**config.mk**
```make
export PLATFORM = sky130hd
export DESIGN_NAME = fifo_wptr_full_flat
export DESIGN_NICKNAME = d
export VERILOG_FILES = /design/src/rtl/fifo_wptr_full_if.sv /design/src/rtl/fifo_wptr_full.sv /design/src/flat_wrapper.sv
export SDC_FILE = /design/constraint.sdc
export NUM_CORES = 1
export LEC_CHECK = 0
export CORE_MARGIN = 10
export CORE_UTILIZATION = 45
export DETAILED_ROUTE_END_ITERATION = 16
export PLACE_DENSITY = 0.73
export REMOVE_ABC_BUFFERS = 1
export SLEW_MARGIN = 20
export SYNTH_ARGS = -nofsm -noshare
export SYNTH_HDL_FRONTEND = slang
export SYNTH_SLANG_ARGS = --single-unit
```
**constraint.sdc**
```tcl
create_clock -name w_clk -period 3.65 [get_ports w_clk]
set_clock_uncertainty 0.1 [all_clocks]
set_input_delay 0.5475 -clock w_clk [delete_from_list [all_inputs] [get_ports w_clk]]
set_output_delay 0.5475 -clock w_clk [all_outputs]
set_load 0.03 [all_outputs]
```
**src/rtl/fifo_wptr_full_if.sv**
```systemverilog
// Write-side bus of the async FIFO pointer block: producer controls in, pointers and flags out.
interface fifo_wptr_full_if #(
  parameter int unsigned PTR_WIDTH = 4
);
  logic                 w_en;
  logic [PTR_WIDTH:0]   g_read_ptr;
  logic                 ovf_clr;
  logic [PTR_WIDTH:0]   b_write_ptr;
  logic [PTR_WIDTH:0]   g_write_ptr;
  logic                 full;
  logic                 almost_full;
  logic [PTR_WIDTH:0]   wr_count;
  logic                 overflow;

  modport master (
    output w_en, g_read_ptr, ovf_clr,
    input  b_write_ptr, g_write_ptr, full, almost_full, wr_count, overflow
  );

  modport slave (
    input  w_en, g_read_ptr, ovf_clr,
    output b_write_ptr, g_write_ptr, full, almost_full, wr_count, overflow
  );
endinterface

```
**src/rtl/fifo_wptr_full.sv**
```systemverilog
// Write-domain pointer/flag generator: binary+Gray write pointer, read-pointer
// synchronizer, full/almost_full, fill count and sticky overflow.
module fifo_wptr_full #(
  parameter int unsigned PTR_WIDTH   = 4,
  parameter int unsigned SYNC_STAGES = 2,
  parameter int unsigned AF_LEVEL    = 12
) (
  input logic              w_clk,
  input logic              w_rst,
  fifo_wptr_full_if.slave  bus
);
  localparam int unsigned PW = PTR_WIDTH + 1;

  logic [PW-1:0] b_ptr_q;
  logic [PW-1:0] g_ptr_q;
  logic [PW-1:0] cnt_q;
  logic          full_q;
  logic          af_q;
  logic          ovf_q;
  logic [PW-1:0] sync_q [SYNC_STAGES];

  logic          w_inc_c;
  logic [PW-1:0] b_next_c;
  logic [PW-1:0] g_next_c;
  logic [PW-1:0] rq_c;
  logic [PW-1:0] rbin_c;
  logic [PW-1:0] count_c;
  logic          full_next_c;
  logic          ovf_next_c;

  // Next pointer, synchronized read pointer decode and flag evaluation
  always_comb begin
    w_inc_c  = bus.w_en & ~full_q;
    b_next_c = b_ptr_q + PW'(w_inc_c);
    g_next_c = b_next_c ^ (b_next_c >> 1);
    rq_c     = sync_q[SYNC_STAGES-1];
    rbin_c   = '0;
    for (int i = 0; i < int'(PW); i++) begin
      rbin_c[i] = ^(rq_c >> i);
    end
    count_c     = b_next_c - rbin_c;
    // Full when write pointer is exactly one lap ahead of the read pointer
    full_next_c = (g_next_c == {~rq_c[PTR_WIDTH:PTR_WIDTH-1], rq_c[PTR_WIDTH-2:0]});
    // A write attempt while full wins over a same-cycle clear
    ovf_next_c  = ovf_q;
    if (bus.w_en && full_q) begin
      ovf_next_c = 1'b1;
    end else if (bus.ovf_clr) begin
      ovf_next_c = 1'b0;
    end
  end

  always_ff @(posedge w_clk) begin
    if (w_rst) begin
      b_ptr_q <= '0;
      g_ptr_q <= '0;
      cnt_q   <= '0;
      full_q  <= 1'b0;
      af_q    <= 1'b0;
      ovf_q   <= 1'b0;
      for (int i = 0; i < int'(SYNC_STAGES); i++) begin
        sync_q[i] <= '0;
      end
    end else begin
      b_ptr_q <= b_next_c;
      g_ptr_q <= g_next_c;
      cnt_q   <= count_c;
      full_q  <= full_next_c;
      af_q    <= (count_c >= PW'(AF_LEVEL));
      ovf_q   <= ovf_next_c;
      sync_q[0] <= bus.g_read_ptr;
      for (int i = 1; i < int'(SYNC_STAGES); i++) begin
        sync_q[i] <= sync_q[i-1];
      end
    end
  end

  assign bus.b_write_ptr = b_ptr_q;
  assign bus.g_write_ptr = g_ptr_q;
  assign bus.wr_count    = cnt_q;
  assign bus.full        = full_q;
  assign bus.almost_full = af_q;
  assign bus.overflow    = ovf_q;
endmodule

```
**src/flat_wrapper.sv**
```systemverilog
// flat-port wrapper written by rule: the top's interface ports become plain ports
module fifo_wptr_full_flat 
#(
  parameter int unsigned PTR_WIDTH   = 4,
  parameter int unsigned SYNC_STAGES = 2,
  parameter int unsigned AF_LEVEL    = 12
)
  (w_clk, w_rst, bus_w_en, bus_g_read_ptr, bus_ovf_clr, bus_b_write_ptr, bus_g_write_ptr, bus_full, bus_almost_full, bus_wr_count, bus_overflow);
  fifo_wptr_full_if #(.PTR_WIDTH(PTR_WIDTH)) bus_i ();
  input logic w_clk;
  input logic w_rst;
  input wire logic [$bits(bus_i.w_en)-1:0] bus_w_en;
  input wire logic [$bits(bus_i.g_read_ptr)-1:0] bus_g_read_ptr;
  input wire logic [$bits(bus_i.ovf_clr)-1:0] bus_ovf_clr;
  output wire logic [$bits(bus_i.b_write_ptr)-1:0] bus_b_write_ptr;
  output wire logic [$bits(bus_i.g_write_ptr)-1:0] bus_g_write_ptr;
  output wire logic [$bits(bus_i.full)-1:0] bus_full;
  output wire logic [$bits(bus_i.almost_full)-1:0] bus_almost_full;
  output wire logic [$bits(bus_i.wr_count)-1:0] bus_wr_count;
  output wire logic [$bits(bus_i.overflow)-1:0] bus_overflow;
  assign bus_i.w_en = bus_w_en;
  assign bus_i.g_read_ptr = bus_g_read_ptr;
  assign bus_i.ovf_clr = bus_ovf_clr;
  assign bus_b_write_ptr = bus_i.b_write_ptr;
  assign bus_g_write_ptr = bus_i.g_write_ptr;
  assign bus_full = bus_i.full;
  assign bus_almost_full = bus_i.almost_full;
  assign bus_wr_count = bus_i.wr_count;
  assign bus_overflow = bus_i.overflow;
  fifo_wptr_full #(.PTR_WIDTH(PTR_WIDTH), .SYNC_STAGES(SYNC_STAGES), .AF_LEVEL(AF_LEVEL)) u_core (.w_clk(w_clk), .w_rst(w_rst), .bus(bus_i));
endmodule
```
# == After elaboration in Yosys (flattened, before gate mapping) ==
# Memories as Yosys holds them, arrays and structs flattened.
# Index checks and enable logic that the tools add are counted.
# op_classes
shifts,0
mux,7
n_eq_ne,1
n_mul,0
div,0
bitwise,6
reduce_logical,7
magnitude_cmp,1
add_sub_neg,2
# ops
op,count
5-bit parity,5
5-bit two-way mux,2
5-bit by 1-bit adder with 5-bit output,1
5-bit equality test,1
5-bit by 4-bit >= comparator with 1-bit output (second input constant),1
1-bit two-way mux,5
5-bit subtractor,1
5-bit by 4-bit XOR with 5-bit output,1
2-bit NOT,1
1-bit bitwise OR,2
2-bit nonzero test,1
1-bit bitwise AND,1
1-bit logical AND,1
1-bit NOT,1
# totals
mem_bits_ro,0
latchBits,0
out_inout_bits,18
ff_bits,18
n_memories,1
mem_bits_rw,10
# memory_table
memory,words,word_bits,rd,rd_ports_with_merged_regs,wr,line_no,text
u_core.sync_q,2,5,2,0,2,fifo_wptr_full.sv:20,logic [PW-1:0] sync_q [SYNC_STAGES];

# == Logic depth before layout (Yosys ltp) ==
# Gate-level depths: netlist (run 1).
# depth
ltp_word,5
mapped_depth,11
ltp_nobuf,11

# == Least setup slack after synthesis (run 1) ==
# Ideal clock, no wire load.
# synth_path
kind,input to register
startpoint,in bus_w_en
endpoint,reg u_core.af_q (netlist: u_core.bus.almost_full)
setup_ps,131
required_ps,3419
slack_ps,798
arrival_time_ps,2621
path_stages,10
path_cell_list,nor2b_1 ha_1 ha_1 xor2_1 ha_1 nor2b_1 a221oi_1 o21ai_0 a311oi_1 o31ai_1
# synth_via
elab_chain_cells,4
# synth_lines
item,line_no,text
from (decl),flat_wrapper.sv:12,input wire logic [$bits(bus_i.w_en)-1:0] bus_w_en;
1-bit bitwise AND,fifo_wptr_full.sv:33,w_inc_c = bus.w_en & ~full_q;
5-bit by 1-bit adder with 5-bit output,fifo_wptr_full.sv:34,b_next_c = b_ptr_q + PW'(w_inc_c);
net u_core.b_next_c[2],fifo_wptr_full.sv:23,logic [PW-1:0] b_next_c;
5-bit subtractor,fifo_wptr_full.sv:41,count_c = b_next_c - rbin_c;
5-bit by 4-bit >= comparator with 1-bit output,fifo_wptr_full.sv:69,af_q <= (count_c >= PW'(AF_LEVEL));
to (signal assigned),fifo_wptr_full.sv:69,
to (decl),fifo_wptr_full.sv:18,logic af_q;
# The timed path passes the listed nets, and every way through them passes these cells.
# A chain may end at the register's enable or synchronous reset.

# == Final worst setup path (run 1) ==
# Ends and elaborated chain as after synthesis.

==> results of run 1 <==
placed cells by master, fill, tap and decap left out, types with 2 or more instances in the layout:
| cell type | synthesis | final |
|---|---|---|
| inv_1 | 6 | 6 |
| nor2_1 | 13 | 13 |
| clkdlybuf4s50_1 | 0 | 26 |
| and3_1 | 2 | 2 |
| o21ai_0 | 2 | 2 |
| clkbuf_4 | 0 | 3 |
| a21oi_1 | 3 | 3 |
| nor3_1 | 2 | 2 |
| ha_1 | 6 | 6 |
| xor2_1 | 9 | 9 |
| xnor2_1 | 6 | 6 |
| dfxtp_1 | 27 | 27 |
| buf_4 | 1 | 4 |
| nor2b_1 | 17 | 17 |
| nand2b_1 | 2 | 2 |
layout make-up:
class	instances	area (um^2)
Clock buffer	4	26.3
Sequential cell	27	541
Inverter	6	22.5
Multi-Input combinational cell	77	586
Fill cell	224	975
Timing Repair Buffer	30	290
Tap cell	30	37.5
power by group through the flow:
stage	Sequential (mW)	Combinational, mW	Clock (mW)
5_1_grt	0.334	0.235	0.141
4_1_cts	0.331	0.216	0.131
2_1_floorplan	0.382	0.0914	0
3_5_place_dp	0.338	0.215	0
3_3_place_gp	0.337	0.209	0
6_report	0.331	0.214	0.126
logic make-up (layout without fill, tap and decap cells):
family,after synthesis,in the layout,synth area share [%]
multiplexers,1,1,0.857
flip-flops,27,27,46.3
XOR/XNOR,18,18,16.6
buffers and inverters,10,40,3.54
adder cells (fa/ha/maj),6,6,6.43
AND/OR/NAND/NOR,43,43,21.0
AO/OA/AOI/OAI,9,9,5.25
final timing paths:
path / endpoint / slack [ps] / cells after the start
setup / recovery: u_core.bus.almost_full$_SDFF_PP0_ / 740 / 11
hold / removal: u_core.sync_q[0][6]$_SDFF_PP0_ / 350 / 1
setup reg to reg: u_core.bus.almost_full$_SDFF_PP0_ / 1060 / 10
hold reg to reg: u_core.sync_q[0][6]$_SDFF_PP0_ / 350 / 1
through the flow:
stage	area, um^2	power, mW	util, %
5_1_grt	1500	0.711	60.7
3_5_place_dp	1480	0.552	59.6
4_1_cts	1500	0.679	60.7
2_1_floorplan	1150	0.473	-
3_3_place_gp	1480	0.546	59.6
6_report	1500	0.670	60.7
registers in the layout (all words and copies together) (netlist names):
name,flops
u_core.bus.b_write_ptr,4
u_core.sync_q,10
u_core.bus.wr_count,5
u_core.bus.almost_full,1
u_core.bus.full,1
u_core.bus.overflow,1
u_core.bus.g_write_ptr,5
routing by layer:
layer  wire, um  global-route usage (%)  up-vias
li1           -                       -      434
met1        965                    10.3      361
met2       1050                    15.4       26
met3        219                    4.60        6
met4         51                    4.95        0
met5          0                       0        -
==> key figures, run 1 <==
Run status
  • Status: finished clean

Power and ir drop
  • Sw Pwr: slightly above 0.2 mW
  • P per Cell Area: between 400 and 500 nW/um^2
  • Leakage power: ~0.62 nW
  • Internal power: between 0.4 and 0.5 mW
  • Gate power share: a little under a third
  • Clock power frac: a little under a fifth
  • Sequential share of power: approximately half
  • Maximum VDD drop: between 0.2 and 0.3 mV
  • Switching share of power: between 30% and 40%

Synth
  • Asr flop ratio synth: 0%
  • Top-count cell post-synth: dfxtp_1
  • Synth area leaders: dfxtp_1 46%, nor2b_1 9.1%, xor2_1 6.8%, ha_1 6.4%, xnor2_1 4.5%
  • Synthesis-stage register bit count: 27
  • Synth Flop Type: dfxtp_1
  • Yosys top cell by area: dfxtp_1
  • Number of distinct library cells after synthesis: 29
  • Mapped Area: between 1000 and 1500 um^2
  • Avg Inst Size Synth: 10.2 um^2
  • Most frequent cells after synthesis: 27 x dfxtp_1, 17 x nor2b_1, 13 x nor2_1
  • Sequential area share after synthesis: a little under half
  • Syn Inst Count: approximately 110
  • Post-synth EDFFs: 0
  • Yosys warns: 0
  • Top cell type's share of synthesized area: a little under half

Final layout
  • Syn-to-layout area delta: 28.7%
  • Ant diodes: 0
  • Non-filler instance count after layout: about 170
  • Nets: between 150 and 200
  • Layout cells sized above 1: approximately 6.9%

Setup path
  • Crit path max fanout: 4
  • Req. time, crit path: 3770 ps
  • Reg-to-Reg Start: u_core.bus.full$_SDFF_PP0_
  • CP cell instances: clkdlybuf4s50_1, nor2b_1, ha_1, ha_1, xor2_1, ha_1, nor2b_1, a221oi_1, o21ai_0, a311oi_1, o31ai_1
  • Critical Path Start: bus_w_en
  • Slowest CP cell: clkdlybuf4s50_1
  • CP top delay family: compound AO/OA/AOI/OAI gates
  • CP arrival: around 3000 ps
  • Crit. End Element: flop
  • Max incr delay on CP: just over 400 ps
  • Path type of the worst setup path: in -> reg
  • Bufs and invs on worst path: 1
  • Critical path startpoint category: input pin
  • Top cell by count, worst path: ha_1

Timing
  • Setup WS post-layout: ~740 ps
  • Setup Viol. Count Final: 0
  • Hold violation total from the final report: 0
  • Setup TNS after final layout: 0 ps
  • Final hold slack: ~350 ps
  • Worst slew margin: 75.0%
  • Worst slew pin tran: about 370 ps
  • Pins over their slew limit: 0
  • Highest clock rate: 343 MHz
  • Period minus WS final: roughly 3000 ps
  • Final worst path period share: 79.8%
  • RSZ-0062 raised after global routing: no

Floorplanning
  • Row count: 18
  • Io pins: 27
  • Die area: between 5000 and 6000 um^2
  • Die W: 70.9 um
  • Starting Density: a little under half
  • Core area: 2480 um^2
  • Die height: just over 70 um

Clock network
  • CTS tree: yes
  • Clock Latency Late Sink: approximately 320 ps
  • Post-CTS Setup Bufs: 0
  • Hold buffers post-CTS: 0
  • Htree depth: 1
  • CTS Buffer Depth: 2
  • Clock transition at path regs: approximately 130 ps
  • Num Clock Sinks: 27
  • Inserted Clock Buffers: 3
  • Resized cells post-CTS: 0
  • Root buf cell: clkbuf_4

Route
  • Total Wirelength: approximately 2.3 mm
  • Vias post-DR: roughly 830
  • Final ANT Viol Nets: 0
  • Drt wl/cell: 13.1 um
  • DRT iter0 DRCs: 15
  • Drt via density: 4.75
  • DRC Markers: 0
  • Initial DRT Pass Iterations: 4

Global route
  • All-Layer GR Usage: roughly a tenth
  • Vias in the first global route: 890
  • GRT overflow: 0
  • Antenna violations before repair: 0
  • Largest net degree at the start of global routing: 22
  • First-pass GRT wire length: 4.01 mm

Placed design
  • Detailed-placement wirelength estimate: roughly 1.8 mm
  • Gpl congestion: between 0.8 and 0.9
  • Port bufs: 26
  • Setup WS pre-CTS: 399 ps
  • Placed instance count: between 150 and 200

Hold path
  • Worst min path class: reg -> reg
  • Worst Min Path Start: u_core.sync_q[0][1]$_SDFF_PP0_

Job
  • Max_cap viols: 0
(Power assumes the default switching activity.)
==> run 2, diff against run 1 <==
==> constraint.sdc (replaced) <==
create_clock -name w_clk -period 2.9 [get_ports w_clk]
set_clock_uncertainty 0.1 [all_clocks]
set_input_delay 0.435 -clock w_clk [delete_from_list [all_inputs] [get_ports w_clk]]
set_output_delay 0.435 -clock w_clk [all_outputs]
set_load 0.03 [all_outputs]
==> run 2 against run 1 <==
  * Register-to-register slack worse by 760 ps
  * Sequential share of layout area decreased by 1.5 points
  * Sequential power grew 26%
  * Via count grew 5.1%
  * Count of clock-buffer cells in the layout unchanged
  * Largest cell class unchanged
  * Highest routed layer unchanged
==> key figures, run 2 (synthesized netlist as in run 1, its figures left out) <==
Clock network
  • CTS Buffer Depth: 2
  • Hold buffers post-CTS: 0
  • Htree depth: 1
  • Num Clock Sinks: 27
  • Inserted Clock Buffers: 3
  • Clock Latency Late Sink: approximately 320 ps
  • CTS tree: yes
  • Root buf cell: clkbuf_4
  • Clock transition at path regs: 130 ps

Global route
  • Antenna violations before repair: 0
  • All-Layer GR Usage: approximately 9.1%
  • GRT overflow: 0
  • Vias in the first global route: 928
  • First-pass GRT wire length: ~4 mm
  • Largest net degree at the start of global routing: 22

Route
  • Drt wl/cell: around 12 um
  • Initial DRT Pass Iterations: 4
  • DRT iter0 DRCs: 25
  • DRC Markers: 0
  • Final ANT Viol Nets: 0
  • Vias post-DR: roughly 870
  • Total Wirelength: 2.18 mm
  • Drt via density: between 4 and 5

Timing
  • Setup TNS after final layout: 0 ps
  • Hold violation total from the final report: 0
  • Worst slew pin tran: between 300 and 400 ps
  • Final worst path period share: between 90 and 100%
  • Period minus WS final: approximately 2700 ps
  • Worst slew margin: between 70% and 80%
  • Setup Viol. Count Final: 0
  • RSZ-0062 raised after global routing: no
  • Pins over their slew limit: 0
  • Highest clock rate: between 300 and 400 MHz

Setup path
  • Reg-to-Reg Start: u_core.sync_q[0][9]$_SDFF_PP0_
  • R2R cell count: 10
  • Path type of the worst setup path: in -> reg
  • Flop-to-flop setup slack: roughly 300 ps
  • Crit. End Element: flop
  • Req. time, crit path: 3010 ps
  • CP arrival: around 2800 ps
  • Crit path max fanout: 3
  • Critical path startpoint category: input pin
  • R2R Path End: u_core.bus.almost_full$_SDFF_PP0_

Placed design
  • Placed inst area: roughly 1500 um^2
  • Detailed-placement wirelength estimate: between 1.5 and 2 mm
  • Port bufs: 26
  • Gpl congestion: between 0.8 and 0.9

Final layout
  • Final Cell Area: around 1600 um^2
  • Layout cells sized above 1: 12.8%
  • Max FFs per register: 10
  • Ant diodes: 0
  • Final core utilization: between 60 and 70%
  • Nets: approximately 170
  • Most common cell after layout, fill and taps aside: dfxtp_1
  • Largest register by flop count: u_core.sync_q
  • Syn-to-layout area delta: 34.5%
  • Most frequent cells in the layout: 27 x dfxtp_1, 26 x clkdlybuf4s50_1, 17 x nor2b_1

Power and ir drop
  • Tot Pwr: between 0.8 and 0.9 mW
  • Leakage power: roughly 0.65 nW
  • P per Cell Area: between 500 and 600 nW/um^2
  • Maximum VDD drop: around 0.43 mV

Floorplanning
  • Row count: 18
  • Die W: between 70 and 80 um
  • Die height: just over 70 um
  • Core area: 2480 um^2
  • Io pins: 27
  • Die area: 5030 um^2
  • Starting Density: a little under half

Hold path
  • Hold depth: 1
  • Hold Path End: u_core.sync_q[0][8]$_SDFF_PP0_
  • Worst Min Path Start: u_core.sync_q[0][3]$_SDFF_PP0_
  • Worst min path class: reg -> reg

Job
  • Max_cap viols: 0

Run status
  • Status: finished clean
run 2: cell count changes in the layout (fill, tap and decap cells not counted):
cell,change
buf_4,+5
ha_1,-2
ha_2,+1
ha_4,+1
xor2_1,-2
xor2_2,+2
run 2: power breakdown:
| group | internal [mW] | switching [mW] |
|---|---|---|
| Combinational | 0.132 | 0.145 |
| Sequential | 0.405 | 0.0115 |
| Clock | 0.0538 | 0.102 |
run 2: worst max-delay path, cell delays in order:
cell and delay [ps]:
clkdlybuf4s50_1 410, nor2b_1 140, ha_1 190, ha_2 200
xor2_2 180, ha_1 310, buf_4 110, nor2_1 30
a221oi_1 260, o21ai_0 120, a311oi_1 300, o31ai_1 120
run 2: how the worst max path moves through the flow:
stage          cells past startpoint                           endpoint  slack, ps                        from
4_1_cts                           11  u_core.bus.almost_full$_SDFF_PP0_        140                    bus_w_en
6_report                          12  u_core.bus.almost_full$_SDFF_PP0_        210                    bus_w_en
3_3_place_gp                      11  u_core.bus.almost_full$_SDFF_PP0_       -120                    bus_w_en
5_1_grt                           12  u_core.bus.almost_full$_SDFF_PP0_         40                    bus_w_en
3_5_place_dp                      11  u_core.bus.almost_full$_SDFF_PP0_       -210                    bus_w_en
2_1_floorplan                     10  u_core.bus.almost_full$_SDFF_PP0_        130  u_core.bus.full$_SDFF_PP0_
run 2: stage by stage:
step                setup WS (ps)  hold slack [ps]  instances
finish                        214              354        179
global route                 36.6              368        179
CTS                           136              355        178
detailed placement           -209              322        174
global placement             -120              316        174
floorplan                     130              314        110
run 2: final cells by class:
class | instances | area (um^2)
Clock buffer | 4 | 26.3
Fill cell | 208 | 907
Inverter | 6 | 22.5
Multi-Input combinational cell | 77 | 616
Sequential cell | 27 | 541
Tap cell | 30 | 37.5
Timing Repair Buffer | 35 | 328
run 2: per-layer routing:
metal / track usage (%) / up-vias / share of wire [%]
met2: 14.1 / 26 / 47
met3: 4.60 / 4 / 9.2
met1: 10.1 / 397 / 42
met4: 4.09 / 0 / 1.3
met5: 0 / - / 0
li1: - / 442 / -
run 2: what timing repair did:
item / 4_1_cts / 5_1_grt
setup buffers: 0 / 1
gates resized for setup: 0 / 4
setup endpoints to repair: 0 / 2
